==> src/rtl/receptor_pkg.sv <==
// receptor_pkg: word/bit state enums and error codes shared by the receptor blocks
package receptor_pkg;
  typedef enum logic [2:0] {S_IDLE, S_RECV, S_WAIT_NEXT, S_DONE, S_ERROR} word_state_t;
  typedef enum logic [2:0] {E_IDLE, E_START, E_DATA, E_PAR, E_STOP, E_HOLD} bit_state_t;
  localparam logic [1:0] ERR_NONE    = 2'b00;
  localparam logic [1:0] ERR_PARITY  = 2'b01;
  localparam logic [1:0] ERR_FRAME   = 2'b10;
  localparam logic [1:0] ERR_TIMEOUT = 2'b11;
endpackage

==> src/rtl/rx_byte_engine.sv <==
// rx_byte_engine: synchronized UART byte receiver with parity/stop checking and result pulses
module rx_byte_engine
  import receptor_pkg::*;
#(
  parameter int CLKS_PER_BIT = 434,
  parameter int PARITY       = 1
) (
  input  logic       clock,
  input  logic       reset,
  input  logic       rx_serial,
  output logic [7:0] byte_data,
  output logic       start_ok,
  output logic       byte_ok,
  output logic       byte_err,
  output logic [1:0] err_code
);
  localparam int CW   = $clog2(CLKS_PER_BIT) + 1;
  localparam int HALF = CLKS_PER_BIT / 2;
  bit_state_t st;
  logic [1:0] sync;
  logic rx_s, rx_q, par_bad, tick;
  logic [CW-1:0] cnt;
  logic [2:0] idx;
  logic [7:0] sh;
  assign rx_s = sync[1];
  assign tick = cnt == CW'(CLKS_PER_BIT - 1);
  assign byte_data = sh;
  // Reset lands in E_HOLD so a frame cut by reset cannot be mistaken for a new start.
  always_ff @(posedge clock or negedge reset) begin
    if (!reset) begin
      sync     <= 2'b11;
      rx_q     <= 1'b1;
      st       <= E_HOLD;
      cnt      <= '0;
      idx      <= '0;
      sh       <= '0;
      par_bad  <= 1'b0;
      start_ok <= 1'b0;
      byte_ok  <= 1'b0;
      byte_err <= 1'b0;
      err_code <= ERR_NONE;
    end else begin
      sync     <= {sync[0], rx_serial};
      rx_q     <= rx_s;
      start_ok <= 1'b0;
      byte_ok  <= 1'b0;
      byte_err <= 1'b0;
      case (st)
        E_IDLE: if (rx_q && !rx_s) begin
          st  <= E_START;
          cnt <= '0;
        end
        E_START: if (cnt == CW'(HALF - 1)) begin
          cnt <= '0;
          if (rx_s) st <= E_IDLE;
          else begin
            st       <= E_DATA;
            idx      <= '0;
            par_bad  <= 1'b0;
            start_ok <= 1'b1;
          end
        end else cnt <= cnt + 1'b1;
        E_DATA: if (tick) begin
          cnt <= '0;
          sh  <= {rx_s, sh[7:1]};
          idx <= idx + 1'b1;
          if (idx == 3'd7) st <= (PARITY != 0) ? E_PAR : E_STOP;
        end else cnt <= cnt + 1'b1;
        E_PAR: if (tick) begin
          cnt     <= '0;
          par_bad <= (^sh ^ rx_s) != (PARITY == 2);
          st      <= E_STOP;
        end else cnt <= cnt + 1'b1;
        E_STOP: if (tick) begin
          cnt <= '0;
          if (!rx_s) begin
            st       <= E_HOLD;
            byte_err <= 1'b1;
            err_code <= ERR_FRAME;
          end else if (par_bad) begin
            st       <= E_IDLE;
            byte_err <= 1'b1;
            err_code <= ERR_PARITY;
          end else begin
            st      <= E_IDLE;
            byte_ok <= 1'b1;
          end
        end else cnt <= cnt + 1'b1;
        E_HOLD: if (!rx_s) cnt <= '0;
        else if (tick) begin
          st  <= E_IDLE;
          cnt <= '0;
        end else cnt <= cnt + 1'b1;
        default: st <= E_IDLE;
      endcase
    end
  end
endmodule

==> src/rtl/receptor_nbytes.sv <==
// receptor_nbytes: assembles N_BYTES UART bytes into a word, MS byte first
// Define RECEPTOR_TIMEOUT_EN to abort a word when the line idles too long between bytes.
module receptor_nbytes
  import receptor_pkg::*;
#(
  parameter int BAUD_RATE    = 115200,
  parameter int CLOCK_HZ     = 50_000_000,
  parameter int N_BYTES      = 2,
  parameter int PARITY       = 1,
  parameter int TIMEOUT_BITS = 20
) (
  input  logic                   clock,
  input  logic                   reset,
  input  logic                   rx_serial,
  output logic [8*N_BYTES-1:0]   data_out,
  output logic                   pronto,
  output logic                   erro,
  output logic [1:0]             erro_codigo,
  output logic                   ocupado
);
  localparam int CLKS_PER_BIT = CLOCK_HZ / BAUD_RATE;
  localparam int W = 8 * N_BYTES;
  word_state_t state;
  logic [7:0] byte_data;
  logic start_ok, byte_ok, byte_err;
  logic [1:0] err_code;
  logic [3:0] cnt;
  logic [W-1:0] asm_q, asm_nx;
  assign asm_nx = W'({asm_q, byte_data});
  rx_byte_engine #(.CLKS_PER_BIT(CLKS_PER_BIT), .PARITY(PARITY)) u_eng (
    .clock(clock), .reset(reset), .rx_serial(rx_serial), .byte_data(byte_data),
    .start_ok(start_ok), .byte_ok(byte_ok), .byte_err(byte_err), .err_code(err_code)
  );
`ifdef RECEPTOR_TIMEOUT_EN
  localparam int TO = TIMEOUT_BITS * CLKS_PER_BIT;
  localparam int TW = $clog2(TO + 1);
  logic [TW-1:0] to_cnt;
  always_ff @(posedge clock or negedge reset) begin
    if (!reset) to_cnt <= '0;
    else to_cnt <= (state == S_WAIT_NEXT && !start_ok) ? to_cnt + 1'b1 : '0;
  end
`endif
  always_ff @(posedge clock or negedge reset) begin
    if (!reset) begin
      state       <= S_IDLE;
      cnt         <= '0;
      asm_q       <= '0;
      data_out    <= '0;
      pronto      <= 1'b0;
      erro        <= 1'b0;
      erro_codigo <= ERR_NONE;
      ocupado     <= 1'b0;
    end else begin
      pronto <= 1'b0;
      erro   <= 1'b0;
      case (state)
        S_IDLE: if (start_ok) begin
          state   <= S_RECV;
          cnt     <= '0;
          asm_q   <= '0;
          ocupado <= 1'b1;
        end
        S_RECV: if (byte_err) begin
          state       <= S_ERROR;
          erro        <= 1'b1;
          erro_codigo <= err_code;
          ocupado     <= 1'b0;
        end else if (byte_ok) begin
          if (cnt == 4'(N_BYTES - 1)) begin
            state       <= S_DONE;
            data_out    <= asm_nx;
            pronto      <= 1'b1;
            erro_codigo <= ERR_NONE;
            ocupado     <= 1'b0;
          end else begin
            state <= S_WAIT_NEXT;
            asm_q <= asm_nx;
            cnt   <= cnt + 1'b1;
          end
        end
        S_WAIT_NEXT: if (start_ok) state <= S_RECV;
`ifdef RECEPTOR_TIMEOUT_EN
        else if (to_cnt == TW'(TO - 1)) begin
          state       <= S_ERROR;
          erro        <= 1'b1;
          erro_codigo <= ERR_TIMEOUT;
          ocupado     <= 1'b0;
        end
`endif
        default: state <= S_IDLE;
      endcase
    end
  end
endmodule
==> config.mk <==
export PLATFORM = sky130hd
export DESIGN_NAME = receptor_nbytes
export DESIGN_NICKNAME = d
export VERILOG_FILES = /design/src/rtl/receptor_pkg.sv /design/src/rtl/rx_byte_engine.sv /design/src/rtl/receptor_nbytes.sv
export SDC_FILE = /design/constraint.sdc
export NUM_CORES = 1
export LEC_CHECK = 0
export ABC_AREA = 0
export ABC_CLOCK_PERIOD_IN_PS = 2000
export CORE_MARGIN = 1.5
export CORE_UTILIZATION = 52
export CTS_CLUSTER_SIZE = 10
export DETAILED_ROUTE_END_ITERATION = 16
export PLACE_DENSITY = 0.76
export SYNTH_ARGS = -nofsm -noshare
export SYNTH_HDL_FRONTEND = slang
export SYNTH_SLANG_ARGS = --single-unit
==> constraint.sdc <==
create_clock -name clock -period 2 [get_ports clock]
set_input_delay 0.4 -clock clock [delete_from_list [all_inputs] [get_ports clock]]
set_output_delay 0.4 -clock clock [all_outputs]
set_load 0.05 [all_outputs]
==> out/metrics.csv, run 1 <==
metric,value,unit
total via count in the routed design,2299,
RD Place Congestion,0.894,
leakage dissipation,1.89,nW
Total Wirelength,6280,um
Final Cell Area,3970,sq um
worst-case clock buffer depth,2,
Ys Warns,0,
area taken by flip-flops and latches,1730,sq um
unique cell type count in the Yosys netlist,51,
Worst-path clk slew,0.08,ns
Max rail drop VDD,0.000610,V
buffer cell driving the clock tree root,sky130_fd_sc_hd__clkbuf_8,
worst slew margin relative to its limit,0.656,
Syn Nets,290,
Vias/cell,5.62,
kind of start point of the critical path,register,
CTS sink cnt,69,
row count,28,
Post-DRT Antenna Nets,0,
classification of the worst-slack hold path,in -> async,
Levels on crit path,5,
CP Class,reg -> reg,
endpoint required time on the critical path,2.26,ns
overall power after layout,0.00327,W
clock network latency to the later pin of the worst-skew pair,0.35,ns
clock tree from TritonCTS,built,
cell with the largest stage delay on the worst path,sky130_fd_sc_hd__dfstp_2,
worst-case setup margin in the final layout,0.0479,ns
number of global-route vias before repair,2193,
Final Hold Vio Count,0,
maximum number of pins on one net before global-route repair,27,
sequential element share of the synthesized area,0.538,
Final Setup Violations,0,
dominant delay contributor by cell family on the critical path,compound AO/OA/AOI/OAI gates,
count of boundary I/O pins,24,
Crit Path Max Fanout,7,
"Avg Cell Area, Syn",11.5,sq um
WL per Instance,15.4,um
final critical-path required period,1.95,ns
max-slew violation total from the final report,0,
number of buffers inserted by port buffering,23,
clock buffers created by TritonCTS,9,
Starting DRT DRC Count,76,
CP Buf/Inv Count,0,
core area,5960,sq um
minimum hold slack,0.0182,ns
height of the die,81.7,um
outcome,"finished, final reports clean",
max_cap viols,0,
CTS H-Tree Depth,3,
filler cell count,458,
portion of the clock cycle consumed by the worst path in the final layout,0.976,
"Arr. time, crit path",2.21,ns
synth-to-layout area growth,23.5,%
post-detailed-placement cell area,3630,sq um
count of unresolved DRC violations after routing,0,
number of standard cells after synthesis,280,
starting utilization of the core area,0.540,
total power per unit cell area,824,nW/um^2
n_diodes,0,
number of nets in the layout,339,
cell count of the worst reg-to-reg path,5,
synthesis-stage register bit count,69,
detailed placement HPWL,4220,um
Worst Max-Slew Pin Slew,0.515,ns
cell area after technology mapping,3220,sq um
CP cell instances,nor2b_1 > and2_1 > a2111oi_2 > o311ai_4 > mux2_1,
Die X-Extent,81.7,um
maximum single-stage delay on the critical path,0.61,ns
combined area of the multi-input logic cells,1450,sq um
die area,6670,sq um
critical path endpoint category,register,
fraction of layout cells with a size suffix above 1,0.216,
setup tns final,0,ns
achievable frequency,0.512,GHz
GRT overflow,0,
Overall Global Routing Usage,0.207,
Post-Place Worst Slack,0.0334,ns
setup repair after global routing missed its margin,yes,
drt pass-1 iters,4,
worst-case clock skew,0.00799,ns
wire length of the first global-routing pass,10300,um
number of antenna violations at the first check in global routing,0,
[final cells by class]
type                    instances  area share
well taps                      75      0.0236
flip-flops and latches         69       0.436
repair buffers                 47       0.112
clock buffers                  10      0.0346
multi-input cells             195       0.365
inverters                       7     0.00661
clock inverters                 6      0.0217
[synthesized netlist by cell type (all sizes together)]
| cell | n | share of area |
|---|---|---|
| xnor2 | 9 | 0.024 |
| nand3b | 2 | 0.0047 |
| buf | 7 | 0.015 |
| a21oi | 11 | 0.017 |
| nor3 | 5 | 0.0093 |
| a31oi | 6 | 0.012 |
| a22o | 7 | 0.019 |
| o311ai | 1 | 0.0051 |
| and3 | 7 | 0.015 |
| o21ai | 16 | 0.025 |
| o221ai | 1 | 0.0082 |
| nand4bb | 1 | 0.0035 |
| or4 | 1 | 0.0023 |
| dfrtp | 64 | 0.50 |
| nor3b | 5 | 0.017 |
| and2 | 2 | 0.0039 |
| o31a | 1 | 0.0027 |
| nand2 | 34 | 0.041 |
| inv | 7 | 0.0082 |
| nand4 | 1 | 0.0019 |
| ha | 7 | 0.027 |
| a2111oi | 1 | 0.0047 |
| nor2 | 12 | 0.015 |
| a211o | 1 | 0.0027 |
| o21a | 2 | 0.0047 |
| nand2b | 4 | 0.0078 |
| or2 | 1 | 0.0019 |
| a21o | 4 | 0.0093 |
| dfstp | 5 | 0.041 |
| clkbuf | 3 | 0.0035 |
| or3 | 1 | 0.0019 |
| nand3 | 9 | 0.014 |
| and4 | 1 | 0.0027 |
| a41o | 1 | 0.0031 |
| o21bai | 1 | 0.0023 |
| a211oi | 1 | 0.0039 |
| xor2 | 2 | 0.0054 |
| nor2b | 4 | 0.0078 |
| and4bb | 1 | 0.0039 |
| mux2 | 26 | 0.091 |
| a41oi | 5 | 0.014 |
[through the flow]
stage	instances	util
floorplan	280	-
global placement	384	0.610
detailed placement	384	0.610
CTS	400	0.648
global route	409	0.667
finish	409	0.667
[flip-flops by register name, indices dropped and copies added (netlist names), 2 cells and up]
name,flops
state,3
cnt,4
u_eng.err_code,2
u_eng.byte_data,8
asm_q,8
data_out,16
u_eng.sync,2
u_eng.st,3
u_eng.idx,3
u_eng.cnt,10
erro_codigo,2
[path summary, 6_finish.rpt]
| kind | from | end | slack (ns) |
|---|---|---|---|
| min | reset | u_eng.cnt[4]$_DFFE_PN0P_ | 0.02 |
| min reg2reg | u_eng.sync[0]$_DFF_PN1_ | u_eng.sync[1]$_DFF_PN1_ | 0.35 |
| max reg2reg | u_eng.sync[1]$_DFF_PN1_ | u_eng.st[0]$_DFFE_PN1P_ | 0.05 |
| max in group asynchronous | reset | u_eng.st[0]$_DFFE_PN1P_ | 1.40 |
| min in group clock | u_eng.sync[0]$_DFF_PN1_ | u_eng.sync[1]$_DFF_PN1_ | 0.35 |
| max | u_eng.sync[1]$_DFF_PN1_ | u_eng.st[0]$_DFFE_PN1P_ | 0.05 |
[power by group]
part / leakage, nW / switching, W / internal (W)
sequential: 0.929 / 0.0000897 / 0.00148
clock: 0.112 / 0.000518 / 0.000733
combinational: 0.847 / 0.000240 / 0.000218
total: 1.89 / 0.000848 / 0.00243
[placed cells by master (no fill, tap or decap), types with 3 or more instances in the layout]
| master | Yosys | layout |
|---|---|---|
| sky130_fd_sc_hd__a21oi_1 | 11 | 10 |
| sky130_fd_sc_hd__nand3_1 | 9 | 9 |
| sky130_fd_sc_hd__mux2_1 | 18 | 18 |
| sky130_fd_sc_hd__nor2_1 | 11 | 11 |
| sky130_fd_sc_hd__clkbuf_8 | 0 | 10 |
| sky130_fd_sc_hd__clkdlybuf4s50_1 | 0 | 22 |
| sky130_fd_sc_hd__a41oi_1 | 5 | 5 |
| sky130_fd_sc_hd__xnor2_1 | 9 | 9 |
| sky130_fd_sc_hd__nor3_1 | 4 | 4 |
| sky130_fd_sc_hd__and3_1 | 6 | 6 |
| sky130_fd_sc_hd__nor2b_1 | 4 | 3 |
| sky130_fd_sc_hd__nand2b_1 | 4 | 4 |
| sky130_fd_sc_hd__a22o_1 | 7 | 7 |
| sky130_fd_sc_hd__inv_1 | 7 | 6 |
| sky130_fd_sc_hd__o21ai_0 | 13 | 13 |
| sky130_fd_sc_hd__ha_1 | 7 | 7 |
| sky130_fd_sc_hd__mux2_2 | 8 | 8 |
| sky130_fd_sc_hd__a21o_1 | 4 | 4 |
| sky130_fd_sc_hd__buf_4 | 3 | 20 |
| sky130_fd_sc_hd__dfstp_2 | 5 | 5 |
| sky130_fd_sc_hd__nor3b_2 | 1 | 3 |
| sky130_fd_sc_hd__nand2_1 | 32 | 32 |
| sky130_fd_sc_hd__dfrtp_1 | 64 | 64 |
| sky130_fd_sc_hd__buf_12 | 0 | 3 |
| sky130_fd_sc_hd__a31oi_1 | 6 | 6 |
[metal layers]
metal	wire (um)	track usage	part of all wire
met1	2910	0.270	0.46
met2	3050	0.322	0.48
met3	231	0.0622	0.037
met4	97	0.0831	0.015
met5	0	0	0
[worst reg2reg max path, cell delays in order (launching register included)]
cell and delay, ns:
sky130_fd_sc_hd__dfstp_2 0.61, sky130_fd_sc_hd__nor2b_1 0.09, sky130_fd_sc_hd__and2_1 0.19, sky130_fd_sc_hd__a2111oi_2 0.48, sky130_fd_sc_hd__o311ai_4 0.14, sky130_fd_sc_hd__mux2_1 0.35
[logic make-up (layout without fill, tap and decap cells)]
| logic type | after synthesis | count (layout) | synth area share |
|---|---|---|---|
| xor+xnor | 11 | 11 | 0.0299 |
| fa+ha+maj | 7 | 7 | 0.0272 |
| buf+inv | 17 | 70 | 0.0268 |
| flops | 69 | 69 | 0.538 |
| mux | 26 | 26 | 0.0910 |
| compound gates | 59 | 60 | 0.133 |
| simple gates | 91 | 91 | 0.154 |
[what timing repair did]
action,4_1_cts,5_1_grt
resized for setup,0,10
endpoints found under the setup margin,0,15
hold buffers,0,0
setup buffers,0,7
endpoints found under the hold margin,0,0
No activity file was read; power rests on OpenSTA's default activity.
==> run 2: changes to the inputs <==
==> constraint.sdc (replaced) <==
create_clock -name clock -period 2 [get_ports clock]
set_input_delay 0.3 -clock clock [delete_from_list [all_inputs] [get_ports clock]]
set_output_delay 0.3 -clock clock [all_outputs]
set_load 0.05 [all_outputs]
==> out/metrics.csv, run 2 (synthesized netlist as in run 1, its figures left out) <==
metric,value,unit
synth-to-layout area growth,24.8,%
Cells after DPL,382,
Vias/cell,5.64,
Starting DRT DRC Count,92,
fraction of layout cells with a size suffix above 1,0.228,
worst-case clock buffer depth,2,
kind of start point of the critical path,register,
height of the die,81.7,um
CTS H-Tree Depth,3,
Crit Path Max Fanout,6,
die area,6670,sq um
outcome,"finished, final reports clean",
Final Hold Vio Count,0,
total via count in the routed design,2301,
classification of the worst-slack hold path,reg -> reg,
"top library cells by usage in the layout, fill and taps aside","sky130_fd_sc_hd__dfrtp_1, sky130_fd_sc_hd__nand2_1, sky130_fd_sc_hd__clkdlybuf4s50_1",
non-filler cells in the finished layout,408,
cell with the largest stage delay on the worst path,sky130_fd_sc_hd__dfrtp_1,
starting utilization of the core area,0.540,
clock network latency to the later pin of the worst-skew pair,0.34,ns
WL per Instance,16.3,um
count of unresolved DRC violations after routing,0,
number of global-route vias before repair,2206,
buffer cell driving the clock tree root,sky130_fd_sc_hd__clkbuf_8,
number of antenna violations at the first check in global routing,0,
Post-DRT Antenna Nets,0,
Max rail drop VDD,0.000522,V
leakage dissipation,1.90,nW
Worst Max-Slew Pin Slew,0.515,ns
dominant delay contributor by cell family on the critical path,simple AND/OR/NAND/NOR gates,
Final Cell Area,4020,sq um
critical path endpoint category,register,
CP Buf/Inv Count,2,
register containing the most flip-flops in the final layout,data_out,
portion of the clock cycle consumed by the worst path in the final layout,0.996,
worst-case setup margin in the final layout,0.00874,ns
"most common cell after layout, fill and taps aside",sky130_fd_sc_hd__dfrtp_1,
count of boundary I/O pins,24,
"Arr. time, crit path",2.21,ns
CP Class,reg -> reg,
number of nets in the layout,339,
minimum hold slack,0.358,ns
Top Registers,"data_out x16, u_eng.cnt x10",
filler cell count,454,
n_diodes,0,
post-detailed-placement cell area,3610,sq um
max FFs per register,16,
row count,28,
max-slew violation total from the final report,0,
number of buffers inserted by port buffering,23,
max_cap viols,0,
Post-Place Worst Slack,0.0198,ns
Die X-Extent,81.7,um
RD Place Congestion,0.829,
achievable frequency,0.502,GHz
final critical-path required period,1.99,ns
wire length of the first global-routing pass,10400,um
core area,5960,sq um
drt pass-1 iters,4,
Final Setup Violations,0,
maximum single-stage delay on the critical path,0.39,ns
maximum number of pins on one net before global-route repair,70,
worst slew margin relative to its limit,0.656,
Worst-path clk slew,0.07,ns
clock buffers created by TritonCTS,9,
overall power after layout,0.00342,W
worst-case clock skew,0.00894,ns
total power per unit cell area,851,nW/um^2
CP cell instances,inv_2 > ha_4 > and4bb_1 > and3_4 > nand2_4 > nor3_4 > buf_6 > mux2_4,
GRT overflow,0,
setup repair after global routing missed its margin,yes,
Total Wirelength,6640,um
clock tree from TritonCTS,built,
Overall Global Routing Usage,0.209,
CTS sink cnt,69,
detailed placement HPWL,4250,um
endpoint required time on the critical path,2.22,ns
run 2: final timing paths:
check / start / end / slack [ns] / cells past startpoint
worst max-delay path: u_eng.cnt[1]$_DFFE_PN0P_ / u_eng.byte_data[6]$_DFFE_PN0P_ / 0.009 / 8
worst min-delay path: u_eng.sync[0]$_DFF_PN1_ / u_eng.sync[1]$_DFF_PN1_ / 0.36 / 0
worst max register to register: u_eng.cnt[1]$_DFFE_PN0P_ / u_eng.byte_data[6]$_DFFE_PN0P_ / 0.009 / 8
worst min register to register: u_eng.sync[0]$_DFF_PN1_ / u_eng.sync[1]$_DFF_PN1_ / 0.36 / 0
max in group asynchronous: reset / u_eng.rx_q$_DFF_PN1_ / 1.18 / 3
min in group asynchronous: reset / erro$_DFF_PN0_ / 0.51 / 3
run 2: worst reg2reg max path, cell delays in order (launching register included):
cell and delay [ns]:
sky130_fd_sc_hd__dfrtp_1 0.39, sky130_fd_sc_hd__inv_2 0.09, sky130_fd_sc_hd__ha_4 0.12, sky130_fd_sc_hd__and4bb_1 0.21, sky130_fd_sc_hd__and3_4 0.23, sky130_fd_sc_hd__nand2_4 0.07, sky130_fd_sc_hd__nor3_4 0.26, sky130_fd_sc_hd__buf_6 0.18
sky130_fd_sc_hd__mux2_4 0.30
run 2: cell type report:
class | instances | area, sq um | share of cell area
tap | 75 | 93.8 | 0.0234
timing repair buffer | 47 | 440 | 0.110
clock inverter | 6 | 113 | 0.0280
inverter | 7 | 26.3 | 0.00654
clock buffer | 9 | 124 | 0.0308
multi-input combinational | 195 | 1490 | 0.370
sequential | 69 | 1730 | 0.431
run 2: per-layer routing:
layer  GRT usage  share of wire
met1       0.264           0.45
met2       0.336           0.49
met3      0.0444          0.029
met4       0.114          0.027
met5           0              0
run 2: through the flow:
| stage | util | TNS (ns) |
|---|---|---|
| after CTS | 0.648 | 0 |
| after global placement | 0.606 | 0 |
| after floorplan | - | 0 |
| after global routing | 0.675 | -0.452 |
| final | 0.675 | 0 |
| after detailed placement | 0.606 | 0 |
run 2: power breakdown:
part | internal [W] | leakage (nW) | switching (W) | total (W)
Combinational | 0.000242 | 0.849 | 0.000256 | 0.000498
Sequential | 0.00147 | 0.929 | 0.0000913 | 0.00157
Clock | 0.000823 | 0.119 | 0.000532 | 0.00136
run 2: timing repair:
item,4_1_cts,5_1_grt
setup buffers,0,8
hold buffers,1,0
endpoints found under the hold margin,64,0
setup endpoints to repair,1,14
cloned,0,2
gates resized for setup,1,18
pin swaps,0,3
